`src/rtl/acc_load_counter.sv`:
```
// Accumulator load-path address counter: base + offset, where the offset
// runs freely until the first load and then wraps every MATRIX_WIDTH steps.
module acc_load_counter #(
    parameter int COUNTER_WIDTH = 8,
    parameter int MATRIX_WIDTH  = 4
) (
    input  logic                     clk,
    input  logic                     rst,
    input  logic                     enable,
    input  logic [COUNTER_WIDTH-1:0] start_val,
    input  logic                     load,
    output logic [COUNTER_WIDTH-1:0] ctr_val
);

    localparam logic [COUNTER_WIDTH-1:0] LP_LAST =
        COUNTER_WIDTH'(MATRIX_WIDTH - 1);

    logic [COUNTER_WIDTH-1:0] r_base;
    logic [COUNTER_WIDTH-1:0] r_offset;
    logic                     r_wrap;
    logic [COUNTER_WIDTH-1:0] r_ctr;

    logic [COUNTER_WIDTH-1:0] w_offset_nxt;
    logic [COUNTER_WIDTH-1:0] w_sum_nxt;

    always_comb begin
        w_offset_nxt = r_offset + COUNTER_WIDTH'(1);
        if (r_wrap && (r_offset == LP_LAST)) begin
            w_offset_nxt = '0;
        end
        w_sum_nxt = r_base + w_offset_nxt;
    end

    // Load wins over counting; disabled cycles drop the load entirely.
    always_ff @(posedge clk or negedge rst) begin
        if (!rst) begin
            r_base   <= '0;
            r_offset <= '0;
            r_wrap   <= 1'b0;
            r_ctr    <= '0;
        end else if (enable) begin
            if (load) begin
                r_base   <= start_val;
                r_offset <= '0;
                r_wrap   <= 1'b1;
                r_ctr    <= start_val;
            end else begin
                r_offset <= w_offset_nxt;
                r_ctr    <= w_sum_nxt;
            end
        end
    end

    assign ctr_val = r_ctr;

endmodule

```
`config.mk`:
```
export PLATFORM = sky130hd
export DESIGN_NAME = acc_load_counter
export DESIGN_NICKNAME = d
export VERILOG_FILES = /design/src/rtl/acc_load_counter.sv
export SDC_FILE = /design/constraint.sdc
export NUM_CORES = 1
export LEC_CHECK = 0
export ABC_CLOCK_PERIOD_IN_PS = 6710
export BUFFER_PORTS_ARGS = -buffer_cell sky130_fd_sc_hd__buf_2
export CAP_MARGIN = 20
export CORE_MARGIN = 2
export CORE_UTILIZATION = 64
export CTS_BUF_LIST = sky130_fd_sc_hd__clkbuf_2
export DETAILED_ROUTE_END_ITERATION = 10
export PLACE_DENSITY_LB_ADDON = 0.1
export SLEW_MARGIN = 30
export SYNTH_ARGS = -nofsm -noshare
export SYNTH_HDL_FRONTEND = slang
export SYNTH_SLANG_ARGS = --single-unit
```
`constraint.sdc`:
```
create_clock -name clk -period 6.71 [get_ports clk]
set_input_delay 1.6775 -clock clk [delete_from_list [all_inputs] [get_ports clk]]
set_output_delay 1.6775 -clock clk [all_outputs]
set_load 0.03 [all_outputs]
```
==> results of run 1 <==
worst max-delay path, stage by stage (launching register included):
cell and delay, ps:
dfrtp_1 500, or4_4 570, nor4_4 330, nor2_1 80
ha_1 230, fa_1 450, a211oi_1 230, nor2_1 80
or2_2 280, maj3_2 310, xor2_1 140, o221a_1 200
area by class of cell:
cell class | instances | area share [%]
repair buffers | 19 | 5.864
multi-input cells | 114 | 50.31
flip-flops and latches | 25 | 38.58
clock buffers | 4 | 1.235
inverters | 8 | 1.852
well taps | 28 | 2.160
placed cells by master (no fill, tap or decap), drive strengths merged:
cell and instances:
nand3b 1, and3 1, o21ai 10, a22o 2, nand2 11, a311oi 1, o22ai 1, buf 19
nand3 6, o31ai 2, a21oi 7, clkbuf 4, a211oi 4, o41ai 1, a21o 2, xnor2 10
ha 7, dfrtp 25, mux2i 3, nand2b 4, maj3 1, fa 1, mux2 8, o221ai 2
xor2 1, o221a 1, inv 8, o21bai 1, or4 1, nor3 5, nor4 2, a31oi 1
or2 3, nor2 14
per-layer routing:
metal,wire length [µm],part of all wire [%],global-route usage [%]
met2,1626,52,42.08
met5,0,0,0
met4,60,1.9,14.96
met3,72,2.3,4.571
met1,1343,43,30.09
kinds of logic after synthesis:
family	count (synthesis)	synth area share [%]
xor+xnor	11	6.353
buf+inv	17	4.950
fa+ha+maj	9	7.838
flops	25	41.25
simple gates	48	16.17
mux	11	7.921
compound gates	35	15.51
power groups by stage:
stage	logic [mW]	registers, mW	clock network [mW]
2_1_floorplan	0.0759	0.203	0
3_3_place_gp	0.121	0.185	0
3_5_place_dp	0.125	0.187	0
4_1_cts	0.125	0.184	0.0608
5_1_grt	0.138	0.187	0.0669
6_report	0.125	0.184	0.0599
sequential cells by signal, indices dropped and copies added (netlist names):
signal    count
ctr_val       8
r_offset      8
r_wrap        1
r_base        8
final timing paths:
| kind | start | to |
|---|---|---|
| max in group asynchronous | rst | r_base[1] |
| max | r_offset[5] | ctr_val[6] |
| min | r_wrap | r_wrap |
| max reg2reg | r_offset[5] | ctr_val[6] |
| min reg2reg | r_wrap | r_wrap |
| min in group asynchronous | rst | r_offset[6] |
==> flow_summary.json, run 1 <==
{
  "run_status": "finished, final reports clean",
  "fp.dieW_um": 52.68,
  "post-dp-hpwl_um": 2279,
  "insertion_delay_ps": 350,
  "synth_nets": 176,
  "reg2regPathDepth": 11,
  "finalCritPeriodShare_pct": 51.72,
  "slew_viol_final": 0,
  "fill_cells": 179,
  "min_period_ps": 3470,
  "power_mw": 0.3691,
  "synthTopCellsByArea": "dfrtp_1, mux2_2, ha_1",
  "ant_nets": 0,
  "nets": 191,
  "antenna_found_initial": 0,
  "power_frac_seq_pct": 50.0,
  "grt_start_max_net_pins": 27,
  "crit_path_end_kind": "register",
  "synth.avg_cell_area_um2": 9.721,
  "clockPowerShare_pct": 16.2,
  "netlist.area_leader.share_pct": 41.25,
  "die_y_um": 52.68,
  "synth-edff-count": 0,
  "setup_violations": 0,
  "cts_setup_buffers": 0,
  "max-cap-violations": 0,
  "final_util_pct": 72.61,
  "p_int_mw": 0.2369,
  "grt_pass1_vias": 1198,
  "hold_class": "reg -> reg",
  "net-switching-power_mw": 0.1322,
  "netlist_area_um2": 1516,
  "peakVddDrop_mv": 0.1719,
  "gp_congestion": 0.9461,
  "tightestPinTransition_ps": 556.8,
  "fin_hold_ws_ps": 500.7,
  "clock-sinks": 25,
  "multi_input_area_um2": 815.8,
  "htree_levels": 1,
  "drt-total-wl_um": 3103,
  "finalSetupTns_ps": 0,
  "drt_first_pass_iters": 4,
  "dp_cells": 194,
  "cts_tree": "done",
  "leakage_nw": 0.7249,
  "skew_ps": 9.636,
  "yosys_register_bits": 25,
  "viasPerCell": 5.944,
  "ys_warn_count": 0,
  "rsz0062_at_grt": "no",
  "max_freq_mhz": 288.2,
  "cts.clk_slew.worst_paths_ps": 230,
  "async_flop_share_pct": 100.0,
  "cp-start-kind": "register",
  "drive_gt1_share_pct": 21.18,
  "grt_pass1_wl_um": 5085,
  "dpl-instance-area_um2": 1602,
  "drcViolationCount": 0,
  "hold_viol": 0,
  "dieArea_um2": 2775,
  "critical_path.max_fanout": 7,
  "cp.arrival_ps": 3750,
  "path_class": "reg -> reg",
  "ios": 20,
  "swShare_pct": 35.82,
  "core_um2": 2233,
  "instances_no_fill": 198,
  "synth_common_cells": "dfrtp_1, nor2_1, nand2_1, o21ai_0, xnor2_1",
  "routed-via-count": 1177,
  "ctsHoldBuffers": 0,
  "seq_area_frac_synth_pct": 41.25,
  "power_density_nw_per_um2": 227.6,
  "ys_types": 38,
  "ys.flop_type": "dfrtp_1",
  "syn2layout_area_growth_pct": 6.931,
  "regArea_um2": 625.6,
  "syn_inst": 156,
  "yosysTopAreaCell": "dfrtp_1",
  "first_iter_violations": 29,
  "place_ws_ps": 3266,
  "grt_overflow": 0,
  "start_util_pct": 67.90,
  "whs_path_depth": 1,
  "cts_resized": 0,
  "diodes": 0,
  "relSlewSlack_pct": 62.88,
  "cts_buffers": 3,
  "grtUsageTotal_pct": 25.26,
  "final_area_um2": 1622,
  "rows": 17,
  "rrSetupSlack_ps": 3240,
  "cp.required_ps": 6990,
  "io_buffers": 19,
  "wl_per_cell_um": 15.67,
  "clockBufferDepth": 2,
  "p_comb_share_pct": 33.8,
  "final.setup.worst_slack_ps": 3240,
  "clockRootBuffer": "clkbuf_2",
  "synth_most_common_cell": "dfrtp_1"
}
No activity file was read; power rests on OpenSTA's default activity.
==> inputs of run 2 (changes only) <==
- ABC_CLOCK_PERIOD_IN_PS: 6710 -> 3300
- CORE_UTILIZATION: 64 -> 59
- clock period: 6.71 -> 3.3 ns (I/O delays scaled with it)
==> run 2 against run 1 <==
Via count up 3.5%. Global-route usage fell by 1.2 points. Sequential share of layout area down 1.2 points. Highest routed layer unchanged. First-iteration DRC count fell by 14%. Total power increased by 110%. Largest cell class unchanged. Utilization fell by 4.5 points. Sequential power up 100%.
==> flow_summary.json, run 2 (synthesized netlist as in run 1, its figures left out) <==
{
  "worst_path_most_repeated_cell": "nor2_1",
  "dieArea_um2": 2992,
  "place_ws_ps": 39.63,
  "path_class": "reg -> reg",
  "core_um2": 2455,
  "start_util_pct": 61.77,
  "skew_ps": 17.68,
  "final_area_um2": 1672,
  "cp-start-kind": "register",
  "clock-sinks": 25,
  "tightestPinTransition_ps": 596.2,
  "relSlewSlack_pct": 59.89,
  "grt_start_max_net_pins": 27,
  "cts_tree": "done",
  "wl_per_cell_um": 15.22,
  "max-cap-violations": 0,
  "r2r-end": "ctr_val[6]",
  "fill_cells": 205,
  "clockBufferDepth": 2,
  "swShare_pct": 35.57,
  "htree_levels": 1,
  "drcViolationCount": 0,
  "drt-total-wl_um": 3120,
  "routed-via-count": 1218,
  "fin_hold_ws_ps": 434.0,
  "slew_viol_final": 0,
  "final_util_pct": 68.09,
  "critPathMaxStageDelay_ps": 530,
  "first_iter_violations": 25,
  "setup_violations": 0,
  "worstPathCellList": "or4_4, nor4_4, nor2_1, ha_1, fa_2, a211oi_2, nor2_1, or2_2, maj3_2, xor2_1, o221a_1",
  "finalCritPeriodShare_pct": 95.86,
  "cts.clk_slew.worst_paths_ps": 230,
  "peakVddDrop_mv": 0.3418,
  "ios": 20,
  "ant_nets": 0,
  "diodes": 0,
  "power_density_nw_per_um2": 458.6,
  "power_frac_seq_pct": 48.4,
  "mostFrequentLayoutCells": "dfrtp_1, buf_2, nor2_1",
  "antenna_found_initial": 0,
  "leakage_nw": 0.7490,
  "grtUsageTotal_pct": 24.08,
  "min_period_ps": 3164,
  "hold_class": "in -> async",
  "grt_overflow": 0,
  "crit_path_top_delay_cell": "or4_4",
  "rrSetupSlack_ps": 140,
  "rows": 18,
  "grt_pass1_vias": 1141,
  "clockPowerShare_pct": 15.6,
  "insertion_delay_ps": 340,
  "dpl-instance-area_um2": 1642,
  "cts_buffers": 3,
  "run_status": "finished, final reports clean",
  "syn2layout_area_growth_pct": 10.23,
  "post-dp-hpwl_um": 2272,
  "final_common_cell": "dfrtp_1",
  "p_comb_share_pct": 36.0,
  "gp_congestion": 0.9073,
  "r2r_start": "r_offset[6]",
  "p_int_mw": 0.4939,
  "clockRootBuffer": "clkbuf_2",
  "hold_viol": 0,
  "net-switching-power_mw": 0.2727,
  "reg2regPathDepth": 11,
  "cp.arrival_ps": 3430,
  "cp.required_ps": 3570,
  "cts_setup_buffers": 0,
  "io_buffers": 19,
  "fp.dieW_um": 54.70,
  "die_y_um": 54.70,
  "max_freq_mhz": 316.1,
  "ctsHoldBuffers": 0,
  "drive_gt1_share_pct": 25.14,
  "grt_pass1_wl_um": 5092,
  "final.setup.worst_slack_ps": 136.5,
  "nets": 196,
  "drt_first_pass_iters": 4,
  "viasPerCell": 5.941,
  "critical_path.max_fanout": 3,
  "crit_path_end_kind": "register"
}
run 2: cell type report:
| type | count | area [µm²] | area share [%] |
|---|---|---|---|
| Sequential cell | 25 | 625.6 | 37.43 |
| Tap cell | 30 | 37.54 | 2.246 |
| Inverter | 8 | 30.03 | 1.796 |
| Clock buffer | 4 | 20.02 | 1.198 |
| Multi-Input combinational cell | 114 | 825.8 | 49.40 |
| Timing Repair Buffer | 24 | 132.6 | 7.934 |
run 2: metrics by stage:
| stage | power, mW | cells | setup TNS, ps |
|---|---|---|---|
| after detailed placement | 0.6423 | 201 | 0 |
| after CTS | 0.7628 | 205 | 0 |
| after global placement | 0.6309 | 201 | 0 |
| final | 0.7666 | 205 | 0 |
| after global routing | 0.8152 | 205 | -20.96 |
| after floorplan | 0.5663 | 156 | 0 |
run 2: timing repair:
item                                    CTS  global route
endpoints found under the hold margin     0             0
endpoints found under the setup margin    0             1
gates resized for setup                   0             3
run 2: power by group through the flow:
stage	Clock, mW	Sequential [mW]	Combinational (mW)
6_report	0.120	0.371	0.276
5_1_grt	0.132	0.377	0.306
4_1_cts	0.124	0.371	0.268
3_5_place_dp	0	0.376	0.266
3_3_place_gp	0	0.375	0.256
2_1_floorplan	0	0.412	0.154
run 2: worst max-delay path by stage:
stage | start | end | slack, ps | depth (start not counted)
final | r_offset[6] | ctr_val[6] | 140 | 11
after global routing | r_offset[6] | ctr_val[6] | -20 | 11
after CTS | r_offset[6] | ctr_val[6] | 8 | 11
after detailed placement | r_offset[6] | ctr_val[6] | 40 | 11
after global placement | r_offset[6] | ctr_val[6] | 110 | 11
after floorplan | r_offset[3] | ctr_val[6] | 30 | 12
run 2: worst max-delay path, delay by kind of cell (launching register included):
family / cells / cell delay, ps
and+or+nand+nor: 5 / 1150
adders and majority gates: 3 / 890
DFF: 1 / 450
AOI/OAI and AO/OA: 2 / 440
xor gates and xnor gates: 1 / 140
run 2: metal layers:
metal | global-route usage [%] | vias up | wire [µm]
li1 | - | 593 | -
met1 | 30.10 | 583 | 1395
met2 | 40.48 | 38 | 1561
met3 | 3.005 | 4 | 120
met4 | 12.08 | 0 | 42
met5 | 0 | - | 0
==> inputs of run 3 (changes only) <==
- ABC_AREA: unset -> 1
- CORE_MARGIN: 2 -> 8
- CTS_BUF_LIST: sky130_fd_sc_hd__clkbuf_2 -> sky130_fd_sc_hd__clkbuf_4 sky130_fd_sc_hd__clkbuf_8
==> run 3 against run 2 <==
Worst hold slack better by 29 ps. Highest routed layer unchanged. Total power down 6.6%. Utilization down 1.7 points. Combinational power decreased by 25%. Cell count rose by 9.3%. First-iteration DRC count grew to 3.6 times the previous value. Routed wire length shrank 0.19%. Clock skew fell by 17 ps. Synthesized cell count increased by 12%.
==> flow_summary.json, run 3 <==
{
  "ctsHoldBuffers": 0,
  "cts_setup_buffers": 0,
  "fill_cells": 229,
  "min_period_ps": 2610,
  "clock-sinks": 25,
  "reg2regPathDepth": 15,
  "skew_ps": 1.046,
  "netlist.area_leader.share_pct": 43.55,
  "drt-total-wl_um": 3114,
  "die_y_um": 65.34,
  "htree_levels": 1,
  "synth_compound_gate_area_share_pct": 11.76,
  "diodes": 0,
  "clockRootBuffer": "clkbuf_4",
  "synth_common_cells": "nand2_1, dfrtp_1, inv_1, o21ai_0",
  "crit_path_end_kind": "register",
  "drt_first_pass_iters": 4,
  "yosysTopAreaCell": "dfrtp_1",
  "ant_nets": 0,
  "dp_cells": 220,
  "rows": 18,
  "first_iter_violations": 90,
  "clockBufferDepth": 2,
  "synth_most_common_cell": "nand2_1",
  "cts_resized": 0,
  "finalSetupTns_ps": 0,
  "grt_overflow": 0,
  "rsz0062_at_grt": "no",
  "setup_violations": 0,
  "grt_start_max_net_pins": 26,
  "muxShareOfSynthArea_pct": 0,
  "synth_nets": 194,
  "synth-edff-count": 0,
  "mostFrequentLayoutCells": "nand2_1, dfrtp_1, inv_1",
  "netlist_area_um2": 1436,
  "synth_simple_gate_area_share_pct": 25.61,
  "grt_pass1_vias": 1222,
  "synth_top_family_by_area": "simple AND/OR/NAND/NOR gates",
  "power_density_nw_per_um2": 451.8,
  "instances_no_fill": 224,
  "critical_path.max_fanout": 4,
  "cts.clk_slew.worst_paths_ps": 140,
  "fin_hold_ws_ps": 463.0,
  "tightestPinTransition_ps": 560.3,
  "finalCritPeriodShare_pct": 79.08,
  "hold_class": "in -> async",
  "max_freq_mhz": 383.2,
  "routed-via-count": 1173,
  "gp_congestion": 0.8172,
  "core_um2": 2387,
  "wl_per_cell_um": 13.90,
  "hold_viol": 0,
  "cp.arrival_ps": 2830,
  "peakVddDrop_mv": 0.3603,
  "final_common_cell": "nand2_1",
  "async_flop_share_pct": 100.0,
  "path_class": "reg -> reg",
  "cp.required_ps": 3520,
  "grtUsageTotal_pct": 15.94,
  "ios": 20,
  "synthTopCellsByArea": "dfrtp_1, nand2_1, inv_1",
  "leakage_nw": 0.8441,
  "ys_types": 29,
  "insertion_delay_ps": 330,
  "antenna_found_initial": 0,
  "max-cap-violations": 0,
  "ys_warn_count": 0,
  "nets": 215,
  "yosys_register_bits": 25,
  "run_status": "finished, final reports clean",
  "syn_inst": 174,
  "cts_buffers": 3,
  "seq_area_frac_synth_pct": 43.55,
  "cts_tree": "done",
  "synth.avg_cell_area_um2": 8.255,
  "dieArea_um2": 4269,
  "ys.flop_type": "dfrtp_1",
  "power_mw": 0.7157,
  "post-dp-hpwl_um": 2333,
  "drive_gt1_share_pct": 18.56,
  "io_buffers": 19,
  "cp-start-kind": "register",
  "drcViolationCount": 0,
  "slew_viol_final": 0,
  "start_util_pct": 60.17,
  "synthAdderAreaFrac_pct": 7.491,
  "synth_xor_area_share_pct": 4.181,
  "fp.dieW_um": 65.34,
  "syn2layout_area_growth_pct": 10.28,
  "grt_pass1_wl_um": 5388,
  "relSlewSlack_pct": 62.65,
  "viasPerCell": 5.237
}
## run 3: where the power goes
part,switching [mW],total (mW),internal [mW]
clock network,0.0951,0.141,0.0456
registers,0.0257,0.368,0.342
logic,0.133,0.208,0.0746
## run 3: per-layer routing
metal,vias to the layer above,wire [µm],GRT usage [%]
met5,-,0,0
met4,0,40,5.177
met3,5,134,3.231
met2,26,1569,27.55
met1,541,1369,19.33
li1,601,-,-
## run 3: area by class of cell
type,count,area (µm²),share of cell area (%)
Clock buffer,3,22.52,1.422
Clock inverter,1,5.005,0.3160
Inverter,25,93.84,5.924
Timing Repair Buffer,19,95.09,6.003
Multi-Input combinational cell,121,704.4,44.47
Sequential cell,25,625.6,39.49
Tap cell,30,37.54,2.370
## run 3: through the flow
step                      area [µm²]  util [%]  worst slack (ps)
after floorplan                 1436         -             988.8
after global placement          1556     65.20             889.9
after detailed placement        1556     65.20             728.1
after CTS                       1584     66.35             702.2
after global routing            1584     66.35             480.8
final                           1584     66.35             690.3
## run 3: critical path, cell delays in order, from the launching register on
cell	delay (ps)
dfrtp_1	440
ha_1	240
nand2_1	70
nor3_1	130
nand4_1	130
nand2_1	110
inv_1	50
ha_1	210
fa_1	410
a21oi_1	140
o21bai_1	90
nand2_1	80
nand3b_1	70
nand2_1	80
xor2_1	160
o21bai_1	80
## run 3: kinds of logic after synthesis
| family | count (synthesis) |
|---|---|
| simple gates | 82 |
| buf+inv | 28 |
| compound gates | 25 |
| flops | 25 |
| fa+ha+maj | 8 |
| xor+xnor | 6 |
## run 3: final timing paths
check	startpoint	to	slack [ps]
setup / recovery	r_offset[1]	ctr_val[6]	690
hold / removal	rst	r_wrap	460
setup reg to reg	r_offset[1]	ctr_val[6]	690
hold reg to reg	r_wrap	r_wrap	490
max in group asynchronous	rst	r_base[7]	2470
min in group clk	r_wrap	r_wrap	490
